File: src/rtl/mult_pkg.sv
// mult_pkg: shared FSM state type and default sizing constants for mult_share_arbiter.
//   state_t      : IDLE / CALC / CALC2 / DONE (CALC2 only reached with MULT_SHARE_PIPE_EN)
//   DEF_NUM_REQ  : default requester count
//   DEF_WIDTH    : default operand width
package mult_pkg;
    typedef enum logic [1:0] {IDLE, CALC, CALC2, DONE} state_t;
    localparam int DEF_NUM_REQ = 4;
    localparam int DEF_WIDTH = 4;
endpackage

File: src/rtl/mult_core.sv
// mult_core: combinational WIDTH x WIDTH unsigned array multiplier.
//   a, b : unsigned operands
//   p    : full 2*WIDTH-bit product
module mult_core
    import mult_pkg::*;
#(
    parameter int WIDTH = DEF_WIDTH
) (
    input  logic [WIDTH-1:0]   a,
    input  logic [WIDTH-1:0]   b,
    output logic [2*WIDTH-1:0] p
);
    always_comb begin
        p = '0;
        for (int i = 0; i < WIDTH; i++)
            p = b[i] ? p + ((2*WIDTH)'(a) << i) : p;
    end
endmodule

File: src/rtl/mult_share_arbiter.sv
// mult_share_arbiter: round-robin arbiter sharing one multiplier among NUM_REQ requesters.
//   clk, rst_n           : clock, asynchronous active-low reset
//   req_valid/req_ready  : per-requester handshake, req_ready one-hot in IDLE only
//   req_a, req_b         : packed operands, requester i at [i*WIDTH +: WIDTH]
//   rsp_valid/rsp_ready  : result handshake, rsp_valid high in DONE only
//   rsp_id, rsp_product  : owner index and unsigned product, stable while in DONE
// Optional: define MULT_SHARE_PIPE_EN to add a pipeline register (state CALC2), latency 3 instead of 2.
module mult_share_arbiter
    import mult_pkg::*;
#(
    parameter int NUM_REQ = DEF_NUM_REQ,
    parameter int WIDTH = DEF_WIDTH
) (
    input  logic                       clk,
    input  logic                       rst_n,
    input  logic [NUM_REQ-1:0]         req_valid,
    input  logic [NUM_REQ*WIDTH-1:0]   req_a,
    input  logic [NUM_REQ*WIDTH-1:0]   req_b,
    output logic [NUM_REQ-1:0]         req_ready,
    output logic                       rsp_valid,
    input  logic                       rsp_ready,
    output logic [$clog2(NUM_REQ)-1:0] rsp_id,
    output logic [2*WIDTH-1:0]         rsp_product
);
    localparam int IW = $clog2(NUM_REQ);

    state_t state, state_nx;
    logic [IW-1:0] rr_ptr, gnt, idx;
    logic [WIDTH-1:0] op_a, op_b;
    logic [2*WIDTH-1:0] prod;
    logic any_req, take;
`ifdef MULT_SHARE_PIPE_EN
    logic [2*WIDTH-1:0] prod_q;
`endif

    assign any_req = |req_valid;
    assign take = (state == IDLE) && any_req;
    assign rsp_valid = (state == DONE);

    // Scan downward so the lowest offset from rr_ptr with valid set wins.
    always_comb begin
        gnt = '0;
        idx = '0;
        for (int k = NUM_REQ - 1; k >= 0; k--) begin
            idx = IW'((int'(rr_ptr) + k) % NUM_REQ);
            gnt = req_valid[idx] ? idx : gnt;
        end
    end

    // Gated by rst_n so ready is low for the whole reset, not just from the next edge.
    always_comb begin
        req_ready = '0;
        if (rst_n && take)
            req_ready[gnt] = 1'b1;
    end

    always_comb begin
        state_nx = state;
        case (state)
            IDLE:  state_nx = any_req ? CALC : IDLE;
`ifdef MULT_SHARE_PIPE_EN
            CALC:  state_nx = CALC2;
            CALC2: state_nx = DONE;
`else
            CALC:  state_nx = DONE;
`endif
            DONE:  state_nx = rsp_ready ? IDLE : DONE;
            default: state_nx = IDLE;
        endcase
    end

    always_ff @(posedge clk or negedge rst_n)
        if (!rst_n)
            state <= IDLE;
        else
            state <= state_nx;

    always_ff @(posedge clk or negedge rst_n)
        if (!rst_n) begin
            rr_ptr <= '0;
            op_a <= '0;
            op_b <= '0;
            rsp_id <= '0;
            rsp_product <= '0;
`ifdef MULT_SHARE_PIPE_EN
            prod_q <= '0;
`endif
        end else begin
            if (take) begin
                op_a <= req_a[int'(gnt)*WIDTH +: WIDTH];
                op_b <= req_b[int'(gnt)*WIDTH +: WIDTH];
                rsp_id <= gnt;
                rr_ptr <= IW'((int'(gnt) + 1) % NUM_REQ);
            end
`ifdef MULT_SHARE_PIPE_EN
            if (state == CALC)
                prod_q <= prod;
            if (state == CALC2)
                rsp_product <= prod_q;
`else
            if (state == CALC)
                rsp_product <= prod;
`endif
        end

    mult_core #(.WIDTH(WIDTH)) u_mult (
        .a(op_a),
        .b(op_b),
        .p(prod)
    );
endmodule
File: config.mk
export PLATFORM = sky130hd
export DESIGN_NAME = mult_share_arbiter
export DESIGN_NICKNAME = d
export VERILOG_FILES = /design/src/rtl/mult_pkg.sv /design/src/rtl/mult_core.sv /design/src/rtl/mult_share_arbiter.sv
export SDC_FILE = /design/constraint.sdc
export NUM_CORES = 1
export LEC_CHECK = 0
export BUFFER_PORTS_ARGS = -buffer_cell sky130_fd_sc_hd__buf_2
export CORE_MARGIN = 2
export CORE_UTILIZATION = 30
export DETAILED_ROUTE_END_ITERATION = 10
export PLACE_DENSITY = 0.53
export REMOVE_ABC_BUFFERS = 1
export SLEW_MARGIN = 10
export SYNTH_ARGS = -nofsm -noshare
export SYNTH_HDL_FRONTEND = slang
export SYNTH_SLANG_ARGS = --single-unit
File: constraint.sdc
create_clock -name clk -period 6.26 [get_ports clk]
set_clock_uncertainty 0.1 [all_clocks]
set_input_delay 0 -clock clk [delete_from_list [all_inputs] [get_ports clk]]
set_output_delay 0 -clock clk [all_outputs]
set_load 0.01 [all_outputs]
Word level (Yosys, flattened, before mapping)
Index checks and enable logic that the tools add are counted.
W data, S select, Z words.
- register bits: 22
- bits of input ports: 39
- output and inout port bits: 15
- logic and storage cells: 50
- $add $sub $neg: 7
- magnitude comparators: 6
- eq/ne operators: 2
- shift-type cells: 2
- muxes and demuxes: 22
- reduce and logical (&&, ||, !) cells: 5
- operators by type and width (operator ; number):
    $shiftx A16 B5 Y4 ; 2
    $mux W8 ; 3
    $lt A2 B3 Y1 const B ; 5
    $mux W2 ; 5
    $add A8 B5 Y8 ; 1
    $add A8 B6 Y8 ; 1
    $add A8 B7 Y8 ; 1
    $bmux W1 S2 ; 4
    $mux W4 ; 2
    $mux W1 ; 6
    $pmux W2 S3 ; 1
    $add A2 B1 Y2 const B ; 2
    $add A2 B2 Y2 const B ; 2
    $reduce_or A4 Y1 ; 1
    $logic_and A1 B1 Y1 ; 3
    $demux W1 S2 ; 1
    $eq A2 B1 Y1 const B ; 1
    $eq A2 B2 Y1 const B ; 1
    $ge A2 B1 Y1 const B ; 1
    $logic_not A2 Y1 ; 1

Depth between registers and ports, before layout
- word-level depth: 12
- gate-level depth with buffers: 19
- mapped depth without buffers: 19

Modules after synthesis
From an unflattened synthesis, not the netlist that was laid out.
- cells, all modules: 183
- area total of the unflattened synthesis: 1757.9 µm²
- by module, submodules not included (module ; times used ; cells each ; area an instance (µm²) ; seq. area each (µm²)):
    mult_share_arbiter ; 1 ; 114 ; 1194.9 ; 550.5
    mult_core ; 1 ; 69 ; 563.0 ; 0.0

Worst setup path after synthesis
Ideal clock, no wire load.
- kind: register to register
- start: register op_a[1]
- end: register rsp_product[6]
- arrival: 3.400 ns
- slack: 2.625 ns
- cell stages (with the launch flop): 20
- buffers on the path: 0
- clock period less this slack: 3.635 ns
- path through: dfrtp_1 > and2_2 > ha_1 > inv_1 > fa_1 > xnor2_1 > nand2_1 > xnor2_1 > inv_1 > ha_1 > a21o_1 > a21oi_1 > xnor2_1 > a21o_1 > ha_1 > a21oi_1 > nand2_1 > xor2_1 > mux2i_1 > o21ai_0
- longest elaborated chain between the ends: 7
- ends and longest elaborated chain (item ; RTL line ; source):
    start: declaration ; mult_share_arbiter.sv:29 ; logic [WIDTH-1:0] op_a, op_b;
    start signal: assignment ; mult_share_arbiter.sv:90 ; op_a <= req_a[int'(gnt)*WIDTH +: WIDTH];
    $mux W4 ; mult_core.sv:16 ; p = b[i] ? p + ((2*WIDTH)'(a) << i) : p;
    $add A8 B5 Y8 ; mult_core.sv:16 ;
    $mux W8 ; mult_core.sv:16 ;
    $add A8 B6 Y8 ; mult_core.sv:16 ;
    $mux W8 ; mult_core.sv:16 ;
    $add A8 B7 Y8 ; mult_core.sv:16 ;
    $mux W8 (*) ; mult_core.sv:16 ;
    end signal: assignment ; mult_share_arbiter.sv:102 ; rsp_product <= prod;
    end: declaration ; mult_share_arbiter.sv:23 ; output logic [2*WIDTH-1:0] rsp_product
Mark *: on every way between the ends. The rest lies on a longest branch, timed or not.
A chain may end at the register's enable or synchronous reset.

Worst setup path in the final report
Same ends and word-level chain as after synthesis.

==> results.md <==
* Worst-path clk slew at 0.09 ns
* # DRC at 0
* Detail Route Antenna Nets at 0
* Ys flop type: dfrtp_1
* Setup TNS at 0 ns
* EDFF count, synth at 0
* Root buffer cell: clkbuf_8
* Via count at 1607
* Num Clock Sinks at 22
* Area contributors post-synth: dfrtp_1, ha_1, mux2i_1
* Synth cell types at 46
* Post-synthesis compound-gate area fraction at 20.5%
* Row count at 28
* Number of setup violations in the final report at 0
* Final design area excluding fillers at 2320 µm²
* Non-filler cells, final at 338
* Top-Level Pins at 54
* Ant diodes at 0
* CP Max Fanout at 6
* Pwr Density at 488 nW/µm²
* Die Width at 81.6 µm
* Die height at 81.6 µm
* CTS Buf Count at 3
* Post-cts resize count at 0
* Worst Path Buf+Inv at 2
* XOR/XNOR share of the synthesized area at 2.91%
* Worst skew pair latency at 0.26 ns
* Layout cell share with drive strength beyond 1 at 24.3%
* Failing checks: negative hold slack
* Routed length on met2 at 1920 µm
* Most frequent cells in the layout: buf_2, nand2_1, dfrtp_1
* Hold Worst Slack at -0.00799 ns
* PortBufs at 53
* FF+latch count, synth at 22
* Commonest non-fill, non-tap cell in the layout: buf_2
* Worst VDD drop at 0.175 mV
* CP cell instances: and2_2 > ha_1 > inv_1 > fa_1 > xnor2_1 > nand2_1 > xnor2_1 > inv_1 > ha_1 > a21o_1 > a21oi_1 > xnor2_1 > a21o_1 > ha_1 > a21oi_1 > nand2_1 > xor2_1 > mux2i_1 > o21ai_0
* Placed Cells at 317
* Wire per inst at 12.8 µm
* DR iter-0 viols at 51
* Worst EP arrival at 3.99 ns
* DRT met1 WL at 2150 µm
* TritonCTS clock tree: done
* Endpoints failing hold at 1
* Post-synthesis cell type with the largest combined area: dfrtp_1
* WL met3 at 235 µm
* First-pass GRT wire length at 7440 µm
* Max cap viols at 0
* Routed WL at 4330 µm
* Post-synth top area share at 30.4%
* Core Box Area at 5890 µm²
* Final nets at 321
* Placed inst area at 2100 µm²
* Mux contribution to synthesized area at 8.58%
* Min Tclk post-route at 3.95 ns
* Die area at 6660 µm²
* DR vias/cell at 4.75
* Highest metal used: met4
* Initial antenna violation count at 0
* Combinational family with the most area after synthesis: compound AO/OA/AOI/OAI gates
* Run status: finished, violations left
* Slew HR at 39.0%
* Setup Fix Bufs, Post-CTS at 0
* Maximum root-to-sink buffer count at 2
* Crit path max-delay family: adder cells
* Pleak at 0.00118 µW
* Asr flop ratio synth at 100%
* Crit-path max cell delay at 0.50 ns
* Hold crit path type: input port to flip-flop
* Final GP Congestion at 0.780
* # H-tree levels at 1
* Post-detail-place hpwl at 3320 µm
* Synth warn at 0
* Overflow after GRT at 0
* # hold bufs at CTS at 17
* Register area share after synthesis at 30.4%
* All-Layer GR Usage at 14.1%
* Final period utilization at 63.1%
* RSZ-0062 raised after global routing: false
* Largest net degree at the start of global routing at 27
* Startpoint Class: flip-flop
* Simple-gate portion of the synthesized area at 18.0%
* Max-slew violation count at 0
* Drt pass-1 iters at 4
* Number of global-route vias before repair at 1639
* Fmax at 253 MHz
* Slowest-stage cell, CP: dfrtp_1
* Synth Instances at 199
* Syn Area/Cell at 9.09 µm²
* Crit Path Class: flip-flop to flip-flop
* Worst setup EP type: flip-flop
* Synthesis-to-layout area growth at 28.4%
* Slew @ Worst Pin at 0.908 ns
* Worst Path Required at 6.30 ns
* Starting Density at 30.7%
* Post-Synthesis Cell Area at 1810 µm²
* Post-Synth Adder-Cell Area at 13.7%
==> layer usage <==
metal	track usage, %	up-vias
li1	-	842
met1	19.1	720
met2	23.9	43
met3	2.09	2
met4	3.00	0
met5	0	-
==> area by class of cell <==
cell class                      count  area (µm²)
Tap cell                           75        93.8
Clock buffer                        4        55.1
Fill cell                         612        3560
Sequential cell                    22         551
Inverter                            8        35.0
Multi-Input combinational cell    159        1150
Timing Repair Buffer               70         435
==> power breakdown <==
group	internal [µW]	total, µW	switching [µW]	leakage, µW
Clock	56.1	105	48.9	0.0000288
Combinational	359	729	370	0.000877
Sequential	209	298	89.0	0.000269
Total	624	1130	508	0.00118
==> cell families after synthesis <==
kind of cell / after synthesis
DFF: 22
buffers and inverters: 18
muxes: 15
xor gates and xnor gates: 6
and+or+nand+nor: 65
AOI/OAI and AO/OA: 55
adders and majority gates: 18
==> worst register-to-register path: stages (launching register included) <==
cell	delay [ns]
dfrtp_1	0.50
and2_2	0.20
ha_1	0.17
inv_1	0.06
fa_1	0.40
xnor2_1	0.15
nand2_1	0.08
xnor2_1	0.28
inv_1	0.08
ha_1	0.27
a21o_1	0.17
a21oi_1	0.18
xnor2_1	0.11
a21o_1	0.20
ha_1	0.31
a21oi_1	0.15
nand2_1	0.07
xor2_1	0.14
mux2i_1	0.12
o21ai_0	0.08
==> stage by stage <==
stage / utilization [%] / setup slack, ns / total power [µW]
floorplan: - / 2.62 / 833
global placement: 35.6 / 2.44 / 1000
detailed placement: 35.6 / 2.34 / 1020
CTS: 39.4 / 2.31 / 1150
global route: 39.4 / 1.92 / 1270
finish: 39.4 / 2.31 / 1130
==> Yosys cell counts (2+ instances only) <==
master    count
o21ai_1       2
o21ai_0      15
dfrtp_1      22
a211o_1       6
fa_1          3
nor2b_1       6
nor3b_1       2
xnor2_1       5
a21o_1        3
clkbuf_8      2
nand2_1      24
mux2i_1      14
o21bai_1      3
buf_2         5
inv_1         6
o21a_1        2
and3_1        8
nand2_2       2
buf_4         2
a221o_1       2
a21oi_1       7
nand3_1       9
ha_1         15
and2_1        2
o211ai_1      5
nor2_1        6
a211oi_1      2
==> state kept, by name (all words and copies together) (netlist names) <==
name and count:
rsp_id 2, op_b 4, rsp_product 8, op_a 4, rr_ptr 2, state 2
==> worst paths after layout <==
path                                  end  slack, ns           start  cells after the start
max                        rsp_product[6]       2.31         op_a[1]                     19
min in group asynchronous  rsp_product[0]       0.15           rst_n                      2
min                               op_b[1]     -0.008       req_b[13]                      3
min reg2reg                rsp_product[1]       0.38  rsp_product[1]                      2
max in group asynchronous  rsp_product[5]       5.54           rst_n                      2
max reg2reg                rsp_product[6]       2.31         op_a[1]                     19
Note: power is estimated with default switching activity, not from simulation.
